[src/rtl/uart_rx_ctl.sv]
// UART receive controller: synchronizes rxd, samples 8N1 frames at mid-bit on the
// shared 16x enable, and reports each character with a ready or framing-error strobe.
module uart_rx_ctl #(
    parameter int unsigned SYNC_STAGES = 2
) (
    input  logic       clk_rx,
    input  logic       rst_clk_rx_n,
    input  logic       baud_x16_en,
    input  logic       rxd_i,
    output logic [7:0] rx_data,
    output logic       rx_data_rdy,
    output logic       frm_err,
    output logic       rx_store_qual,
    output logic [1:0] rx_frame_indicator,
    output logic       rx_bit_indicator
);

    typedef enum logic [1:0] {
        StIdle,
        StStart,
        StData,
        StStop
    } state_e;

    logic [SYNC_STAGES-1:0] sync_q;
    logic                   rxd_s;

    state_e     state_q, state_d;
    logic [3:0] cnt_q, cnt_d;
    logic [2:0] bit_cnt_q, bit_cnt_d;
    logic [7:0] shift_q, shift_d;
    logic [7:0] data_q, data_d;
    logic       rdy_q, rdy_d;
    logic       err_q, err_d;
    logic [1:0] frame_ind_q, frame_ind_d;
    logic [1:0] frame_old_q, frame_old_d;

    // Metastability chain runs every clock; only the last stage is used by the FSM.
    always_ff @(posedge clk_rx or negedge rst_clk_rx_n) begin
        if (!rst_clk_rx_n) begin
            sync_q <= '1;
        end else begin
            sync_q <= {sync_q[SYNC_STAGES-2:0], rxd_i};
        end
    end

    assign rxd_s = sync_q[SYNC_STAGES-1];

    always_ff @(posedge clk_rx or negedge rst_clk_rx_n) begin
        if (!rst_clk_rx_n) begin
            state_q     <= StIdle;
            cnt_q       <= 4'd0;
            bit_cnt_q   <= 3'd0;
            shift_q     <= 8'h00;
            data_q      <= 8'h00;
            rdy_q       <= 1'b0;
            err_q       <= 1'b0;
            frame_ind_q <= 2'b00;
            frame_old_q <= 2'b10;
        end else begin
            state_q     <= state_d;
            cnt_q       <= cnt_d;
            bit_cnt_q   <= bit_cnt_d;
            shift_q     <= shift_d;
            data_q      <= data_d;
            rdy_q       <= rdy_d;
            err_q       <= err_d;
            frame_ind_q <= frame_ind_d;
            frame_old_q <= frame_old_d;
        end
    end

    always_comb begin
        state_d     = state_q;
        cnt_d       = cnt_q;
        bit_cnt_d   = bit_cnt_q;
        shift_d     = shift_q;
        data_d      = data_q;
        rdy_d       = 1'b0;
        err_d       = 1'b0;
        frame_ind_d = frame_ind_q;
        frame_old_d = frame_old_q;

        if (baud_x16_en) begin
            case (state_q)
                StIdle: begin
                    if (!rxd_s) begin
                        state_d     = StStart;
                        cnt_d       = 4'd7;
                        frame_ind_d = ~frame_old_q;
                        frame_old_d = ~frame_old_q;
                    end
                end
                StStart: begin
                    if (cnt_q == 4'd0) begin
                        if (!rxd_s) begin
                            state_d   = StData;
                            cnt_d     = 4'd15;
                            bit_cnt_d = 3'd0;
                        end else begin
                            // Start bit did not survive to mid-bit: treat as a glitch.
                            state_d     = StIdle;
                            frame_ind_d = 2'b00;
                        end
                    end else begin
                        cnt_d = cnt_q - 4'd1;
                    end
                end
                StData: begin
                    if (cnt_q == 4'd0) begin
                        shift_d[bit_cnt_q] = rxd_s;
                        cnt_d              = 4'd15;
                        if (bit_cnt_q == 3'd7) begin
                            state_d = StStop;
                        end else begin
                            bit_cnt_d = bit_cnt_q + 3'd1;
                        end
                    end else begin
                        cnt_d = cnt_q - 4'd1;
                    end
                end
                StStop: begin
                    // Leaving at mid-stop lets a back-to-back start edge be caught.
                    if (cnt_q == 4'd0) begin
                        state_d     = StIdle;
                        frame_ind_d = 2'b00;
                        if (rxd_s) begin
                            data_d = shift_q;
                            rdy_d  = 1'b1;
                        end else begin
                            err_d = 1'b1;
                        end
                    end else begin
                        cnt_d = cnt_q - 4'd1;
                    end
                end
                default: begin
                    state_d = StIdle;
                end
            endcase
        end
    end

    assign rx_data            = data_q;
    assign rx_data_rdy        = rdy_q;
    assign frm_err            = err_q;
    assign rx_frame_indicator = frame_ind_q;
    assign rx_store_qual      = (frame_ind_q != 2'b00);
    assign rx_bit_indicator   = (cnt_q == 4'd0) && (state_q != StIdle);

endmodule

[config.mk]
export PLATFORM = sky130hd
export DESIGN_NAME = uart_rx_ctl
export DESIGN_NICKNAME = d
export VERILOG_FILES = /design/src/rtl/uart_rx_ctl.sv
export SDC_FILE = /design/constraint.sdc
export NUM_CORES = 1
export LEC_CHECK = 0
export ABC_CLOCK_PERIOD_IN_PS = 1600
export CORE_AREA = 2 2 94 51
export DETAILED_ROUTE_END_ITERATION = 12
export DIE_AREA = 0 0 96 53
export DONT_BUFFER_PORTS = 1
export HOLD_SLACK_MARGIN = 0.08
export MAX_ROUTING_LAYER = met4
export SYNTH_ARGS = -nofsm -noshare
export SYNTH_HDL_FRONTEND = slang
export SYNTH_SLANG_ARGS = --single-unit
[constraint.sdc]
create_clock -name clk_rx -period 1.6 [get_ports clk_rx]
set_input_delay 0.32 -clock clk_rx [delete_from_list [all_inputs] [get_ports clk_rx]]
set_output_delay 0.32 -clock clk_rx [all_outputs]
set_load 0.005 [all_outputs]
Word level (Yosys, flattened, before mapping)
Cells that the tools add are included.
{"block": "word_totals", "input_bits": 4, "out_inout_bits": 14, "ff_bits": 33, "word_cells": 78}
{"block": "op_classes", "n_reduce_logical": 15, "bitwise_logic": 2, "n_addsub": 2, "n_mux": 33, "n_eq_ne": 14, "n_lt_le_gt_ge": 2}
{"cell": "$mux W4", "n": 5}
{"cell": "$mux W2", "n": 9}
{"cell": "$ne A2 B2 Y1 const B", "n": 9}
{"cell": "$reduce_and A6 Y1", "n": 3}
{"cell": "$pmux W4 S4", "n": 1}
{"cell": "$mux W3", "n": 4}
{"cell": "$mux W1", "n": 9}
{"cell": "$bwmux W8", "n": 1}
{"cell": "$pmux W2 S4", "n": 1}
{"cell": "$reduce_and A4 Y1", "n": 2}
{"cell": "$pmux W2 S3", "n": 1}
{"cell": "$pmux W3 S2", "n": 1}
{"cell": "$reduce_and A3 Y1", "n": 2}
{"cell": "$reduce_bool A2 Y1", "n": 3}
{"cell": "$eq A2 B2 Y1 const B", "n": 2}
{"cell": "$logic_not A4 Y1", "n": 1}
{"cell": "$lt A3 B4 Y1 const B", "n": 1}
{"cell": "$sub A4 B1 Y4 const B", "n": 1}
{"cell": "$add A3 B1 Y3 const B", "n": 1}
{"cell": "$demux W1 S3", "n": 1}
{"cell": "$eq A3 B3 Y1 const B", "n": 1}
{"cell": "$ge A3 B1 Y1 const B", "n": 1}
{"cell": "$ne A3 B3 Y1 const B", "n": 1}
{"cell": "$reduce_bool A3 Y1", "n": 1}
{"cell": "other kinds (5)", "n": 6}

Logic depth before layout (Yosys ltp)
Gate-level depths: netlist (run 1).
{"block": "logic_depth", "depth_word": 5, "depth_mapped": 7, "depth_no_buf": 5}

Worst setup path before layout (run 1)
OpenSTA, ideal clock, no wires.
{"block": "synth_timing", "kind": "register to register", "from": "reg state_q[0]", "to": "reg shift_q[2]", "t_required_ns": 1.475, "stages_incl_launch_ff": 8, "setup_ns": 0.125, "t_arrival_ns": 1.551, "n_path_buf": 2, "setup_slack_ns": -0.076, "period_less_slack_ns": 1.676, "path_cell_list": "dfrtp_1 > inv_1 > ha_1 > buf_4 > and4bb_2 > buf_6 > nand4_1 > mux2_2"}
{"block": "synth_between", "elab_chain_len": 2}
{"element": "start: declaration", "line_no": "28", "source": "state_e state_q, state_d;"}
{"element": "start signal: assignment", "line_no": "51", "source": "state_q <= StIdle;"}
{"element": "start signal: assignment", "line_no": "61", "source": "state_q <= state_d;"}
{"element": "$eq A2 B2 Y1", "line_no": "85", "source": "case (state_q)"}
{"element": "$reduce_and A3 Y1 (no source line)"}
{"element": "end signal: assignment", "line_no": "64", "source": "shift_q <= shift_d;"}
{"element": "end: declaration", "line_no": "31", "source": "logic [7:0] shift_q, shift_d;"}
No other way between the ends.
A chain may end at the register's enable or synchronous reset.

Worst setup path in the final report (run 1)
{"block": "layout_timing", "from": "reg cnt_q[0]", "to": "reg cnt_q[2]"}
{"block": "layout_between", "elab_chain_len": 3, "elab_cells_between_ends": 9}
{"element": "start: declaration", "line_no": "29", "source": "logic [3:0] cnt_q, cnt_d;"}
{"element": "start signal: assignment", "line_no": "62", "source": "cnt_q <= cnt_d;"}
{"element": "$sub A4 B1 Y4 or $logic_not A4 Y1 (tied branches)"}
{"element": "$mux W4 (tied with other cells)", "line_no": "124", "source": "if (cnt_q == 4'd0) begin"}
{"element": "$pmux W4 S4 or $reduce_and A4 Y1 (tied branches)"}
Several ways; a longest one is shown, not always the timed one. The select of a mux whose other input is x is not followed.

==> flow_summary.json, run 1 <==
{
  "rows": 17,
  "pwr-share-clk": 0.212,
  "yosysSeqAreaShare": 0.5065,
  "start_util": 0.3869,
  "cts_tree": "yes",
  "wl_per_cell_um": 14.93,
  "die_x_um": 96,
  "p_int_mw": 2.464,
  "cts_buffers": 5,
  "path_class": "flip-flop to flip-flop",
  "rsz0062_at_grt": "true",
  "slew_headroom": 0.6274,
  "die_area_um2": 5088,
  "first_pass_iters": 4,
  "cts-htree-levels": 2,
  "syn_nets": 145,
  "ant_nets": 0,
  "ctsRootBufferMaster": "clkbuf_8",
  "netSwitchingFraction": 0.3461,
  "syn_to_final_growth_pct": 30.33,
  "syn_area_per_cell_um2": 12.41,
  "grt_max_degree": 34,
  "drtIter0Drc": 46,
  "fin_ws_ns": -0.03908,
  "status": "finished, violations left",
  "rrSetupSlack_ns": -0.04,
  "gp_congestion": 0.8111,
  "async_flop_share": 1.000,
  "min_period_ns": 1.639,
  "grt_pass1_wl_mm": 5.464,
  "hold_viol_final": 0,
  "synth_cells": 132,
  "clkLatencyLatePin_ns": 0.28,
  "fp.coreArea_um2": 4233,
  "violations": "negative setup slack",
  "totalWireLength_mm": 3.254,
  "antenna_cells": 0,
  "grt_pass1_vias": 1102,
  "ys_ff_latch": 33,
  "synth_top_cell_by_area": "dfrtp_1",
  "hold_class": "input pin to flip-flop",
  "synth_area_um2": 1638,
  "synth-edff-count": 0,
  "setup-tns-final_ns": -0.2952,
  "p_seq_frac": 0.327,
  "synth_top_area_frac": 0.4584,
  "fin_nets": 173,
  "worst_slew_pin_slew_ns": 0.5511,
  "ir_worst_vdd_mv": 0.9281,
  "synth-main-ff-cell": "dfrtp_1",
  "maxCapViolations": 0,
  "end_kind": "flip-flop",
  "overflow": 0,
  "ys.warnings.count": 0,
  "layout_common_cells": "dfrtp_1 (28), buf_4 (21), mux2_2 (16)",
  "clock-skew-final_ns": 0.006726,
  "power_leakage_nw": 0.9741,
  "synthTopCellsByArea": "dfrtp_1 (46%), mux2_2 (11%), ha_1 (6.9%)",
  "cp_data_required_time_ns": 1.76,
  "holdWs_ns": 0.1998,
  "port_buffers": 0,
  "post-route-period-util": 1.024,
  "drv_slew": 0,
  "dr_total_vias": 1118,
  "cp.arrival_ns": 1.80,
  "fmax_ghz": 0.6101,
  "grt_usage": 0.1538,
  "crit_path_max_fanout": 8,
  "clk_pin_slew_worst_paths_ns": 0.07,
  "synth_cell_types": 40,
  "antenna_found_initial": 0,
  "power_density_nw_per_um2": 1765,
  "die_y_um": 53,
  "io_pins": 18,
  "setup_viol": 13,
  "drcViolationCount": 0,
  "worst_setup_path_start_kind": "flip-flop",
  "dp_hpwl_mm": 2.350,
  "combPwrFrac": 0.461,
  "vias_per_cell": 5.128,
  "cts_buffer_depth": 2,
  "final_common_cell": "dfrtp_1",
  "power.switching_mw": 1.304,
  "clock-sinks": 33,
  "layout-drive-gt1-share": 0.4720
}
-- per-layer routing --
layer	GRT usage	wire (um)
met2	0.1968	1267
met4	0.04762	23
met5	-	0
met1	0.2201	1786
met3	0.05840	177
-- Yosys cell counts (2+ instances only) --
cell type	count
nor2b_1	3
mux2i_1	7
nand3_1	2
xnor2_1	2
mux2_2	16
nand2b_1	2
nor2_1	4
ha_1	9
nand2_1	3
dfrtp_1	30
inv_1	9
nor3_1	2
dfstp_2	3
or2_2	2
nand4_1	8
buf_4	2
o2bb2ai_1	2
a221oi_1	2
o2111ai_1	2
buf_6	2
-- critical path, stage by stage (launching register included) --
cell	delay, ns
dfrtp_1	0.38
inv_2	0.08
ha_4	0.13
nor3b_4	0.19
buf_6	0.13
buf_4	0.18
a21oi_1	0.08
buf_4	0.15
a22o_1	0.20
-- logic make-up (layout without fill, tap and decap cells) --
group | Yosys count | after routing | synth area share
buffers and inverters | 14 | 43 | 0.04583
multiplexers | 23 | 23 | 0.1528
AO/OA/AOI/OAI | 19 | 19 | 0.09627
flip-flops | 33 | 33 | 0.5065
adder cells (fa/ha/maj) | 9 | 9 | 0.06876
XOR/XNOR | 2 | 2 | 0.01070
AND/OR/NAND/NOR | 32 | 32 | 0.1192
-- power by group through the flow --
stage	Sequential [mW]	Clock (mW)	Combinational, mW
floorplan	1.23	0	0.974
global placement	1.22	0	1.38
detailed placement	1.23	0	1.42
CTS	1.22	0.826	1.59
global route	1.27	0.857	1.93
finish	1.23	0.800	1.74
-- final timing paths --
check                                      from                       end  cells after the start
setup / recovery           cnt_q[0]$_DFFE_PN0P_      cnt_q[2]$_DFFE_PN0P_                      8
hold / removal                      baud_x16_en  bit_cnt_q[0]$_DFFE_PN0P_                      2
setup reg to reg           cnt_q[0]$_DFFE_PN0P_      cnt_q[2]$_DFFE_PN0P_                      8
hold reg to reg             sync_q[0]$_DFF_PN1_       sync_q[1]$_DFF_PN1_                      0
max in group asynchronous          rst_clk_rx_n       sync_q[0]$_DFF_PN1_                      2
min in group asynchronous          rst_clk_rx_n         frm_err$_DFF_PN0_                      2
-- through the flow --
stage	worst slack (ns)	utilization	instances	total power, mW	cell area, um2
floorplan	-0.007404	-	132	2.204	1688
global placement	-0.01134	0.4398	202	2.601	1862
detailed placement	-0.08721	0.4398	202	2.647	1862
CTS	-0.05379	0.4913	216	3.640	2079
global route	-0.1102	0.5043	218	4.057	2135
finish	-0.03908	0.5043	218	3.768	2135
-- area by class of cell --
cell class / count / area, um2
clock buffers: 7 / 86.33
clock inverters: 1 / 30.03
well taps: 57 / 71.32
repair buffers: 26 / 229.0
flip-flops and latches: 33 / 832.0
fillers: 360 / 2098
multi-input cells: 85 / 847.1
inverters: 9 / 38.79
-- repair_timing --
action                                 CTS  global route
setup buffers                            3             2
hold buffers                             3             0
endpoints found under the hold margin   34             0
resized for setup                       12             9
pin swaps                                2             6
setup endpoints to repair               13            28
-- state kept, by name, indices dropped and copies added (netlist names), named ones only --
name and cells:
rx_frame_indicator 2, frm_err 1, shift_q 8, state_q 1, rx_data 8, bit_cnt_q 3
cnt_q 4, sync_q 2, rx_data_rdy 1, frame_old_q 2
No activity file was read; power rests on OpenSTA's default activity.
==> run 2, diff against run 1 <==
HOLD_SLACK_MARGIN = not set   (was 0.08)
==> flow_summary.json, run 2 (synthesis gave the netlist of run 1 again) <==
{
  "cts_tree": "yes",
  "worst_slew_pin_slew_ns": 0.5511,
  "holdWs_ns": 0.03628,
  "slew_headroom": 0.6274,
  "ctsRootBufferMaster": "clkbuf_8",
  "ir_worst_vdd_mv": 0.9283,
  "syn_to_final_growth_pct": 29.72,
  "dp_hpwl_mm": 2.350,
  "fin_ws_ns": -0.03699,
  "drtIter0Drc": 42,
  "dp_slack_ns": -0.08721,
  "die_area_um2": 5088,
  "cp.arrival_ns": 1.80,
  "hold_viol_final": 0,
  "end_kind": "flip-flop",
  "cts_buffer_depth": 2,
  "fin_nets": 172,
  "gp_congestion": 0.8111,
  "port_buffers": 0,
  "totalWireLength_mm": 3.252,
  "drv_slew": 0,
  "cts_buffers": 5,
  "drcViolationCount": 0,
  "violations": "negative setup slack",
  "final_area_um2": 2125,
  "fp.coreArea_um2": 4233,
  "clock-skew-final_ns": 0.006644,
  "die_y_um": 53,
  "antenna_cells": 0,
  "final_common_cell": "dfrtp_1",
  "overflow": 0,
  "clk_pin_slew_worst_paths_ns": 0.06,
  "maxCapViolations": 0,
  "grt_usage": 0.1541,
  "grt_pass1_wl_mm": 5.471,
  "hold_class": "input pin to flip-flop",
  "layout-drive-gt1-share": 0.4750,
  "status": "finished, violations left",
  "start_util": 0.3869,
  "rows": 17,
  "finalNonFillerCells": 217,
  "placed_cell_area_um2": 1862,
  "rsz0062_at_grt": "true",
  "post-route-period-util": 1.023,
  "vias_per_cell": 5.106,
  "first_pass_iters": 4,
  "dr_total_vias": 1108,
  "power_density_nw_per_um2": 1772,
  "min_period_ns": 1.637,
  "clkLatencyLatePin_ns": 0.28,
  "p_total_mw": 3.765,
  "die_x_um": 96,
  "clock-sinks": 33,
  "crit_path_max_fanout": 8,
  "antenna_found_initial": 0,
  "grt_max_degree": 34,
  "path_class": "flip-flop to flip-flop",
  "grt_pass1_vias": 1095,
  "place_inst": 202,
  "setup_viol": 13,
  "worst_setup_path_start_kind": "flip-flop",
  "ant_nets": 0,
  "cp_data_required_time_ns": 1.76,
  "fmax_ghz": 0.6109,
  "power_leakage_nw": 0.9699,
  "wl_per_cell_um": 14.99,
  "layout_common_cells": "dfrtp_1 (28), buf_4 (21), mux2_2 (16)",
  "io_pins": 18,
  "cts-htree-levels": 2
}
-- run 2: changes by cell type in the layout (fill, tap and decap cells not counted), sizes merged --
cell	change
dlygate4sd3	-1
-- run 2: power breakdown --
| part | switching (mW) | total, mW | internal (mW) |
|---|---|---|---|
| Combinational | 0.823 | 1.73 | 0.911 |
| Sequential | 0.189 | 1.23 | 1.04 |
| Clock | 0.291 | 0.799 | 0.507 |
| Total | 1.30 | 3.76 | 2.46 |
-- run 2: layer usage --
metal | global-route usage | vias up | wire length [um] | share of wire
li1 | - | 543 | - | -
met1 | 0.2201 | 537 | 1766 | 0.54
met2 | 0.1968 | 24 | 1260 | 0.39
met3 | 0.05983 | 4 | 201 | 0.062
met4 | 0.04762 | 0 | 23 | 0.0071
met5 | - | - | 0 | 0
-- run 2: through the flow --
stage	setup TNS (ns)	util
2_1_floorplan	-0.04443	-
3_3_place_gp	-0.03342	0.4398
3_5_place_dp	-0.3737	0.4398
4_1_cts	-0.3017	0.4889
5_1_grt	-1.502	0.5019
6_report	-0.2650	0.5019
-- run 2: what timing repair did --
action / in CTS / in global routing
pin swaps: 2 / 6
gates cloned: 0 / 0
setup buffers: 3 / 2
hold endpoints to repair: 33 / 0
gates resized for setup: 12 / 9
hold buffers: 2 / 0
setup endpoints to repair: 13 / 28
-- run 2: worst paths after layout --
path	startpoint	to	slack [ns]	cells past startpoint
worst min register to register	sync_q[0]$_DFF_PN1_	sync_q[1]$_DFF_PN1_	0.36	0
max in group asynchronous	rst_clk_rx_n	sync_q[0]$_DFF_PN1_	0.87	2
min in group asynchronous	rst_clk_rx_n	frm_err$_DFF_PN0_	0.48	2
worst max-delay path	cnt_q[0]$_DFFE_PN0P_	cnt_q[2]$_DFFE_PN0P_	-0.04	8
worst min-delay path	rxd_i	sync_q[0]$_DFF_PN1_	0.04	0
worst max register to register	cnt_q[0]$_DFFE_PN0P_	cnt_q[2]$_DFFE_PN0P_	-0.04	8
-- run 2: final cells by class --
type                    instances  area, um2
clock buffers                   7      86.33
clock inverters                 1      30.03
fillers                       361       2108
inverters                       9      38.79
multi-input cells              85      847.1
flip-flops and latches         33      832.0
well taps                      57      71.32
repair buffers                 25      219.0
-- run 2: critical path, cell delays in order (launching register included) --
cell and delay, ns:
dfrtp_1 0.38, inv_2 0.08, ha_4 0.13, nor3b_4 0.18, buf_6 0.13, buf_4 0.18
a21oi_1 0.08, buf_4 0.15, a22o_1 0.20
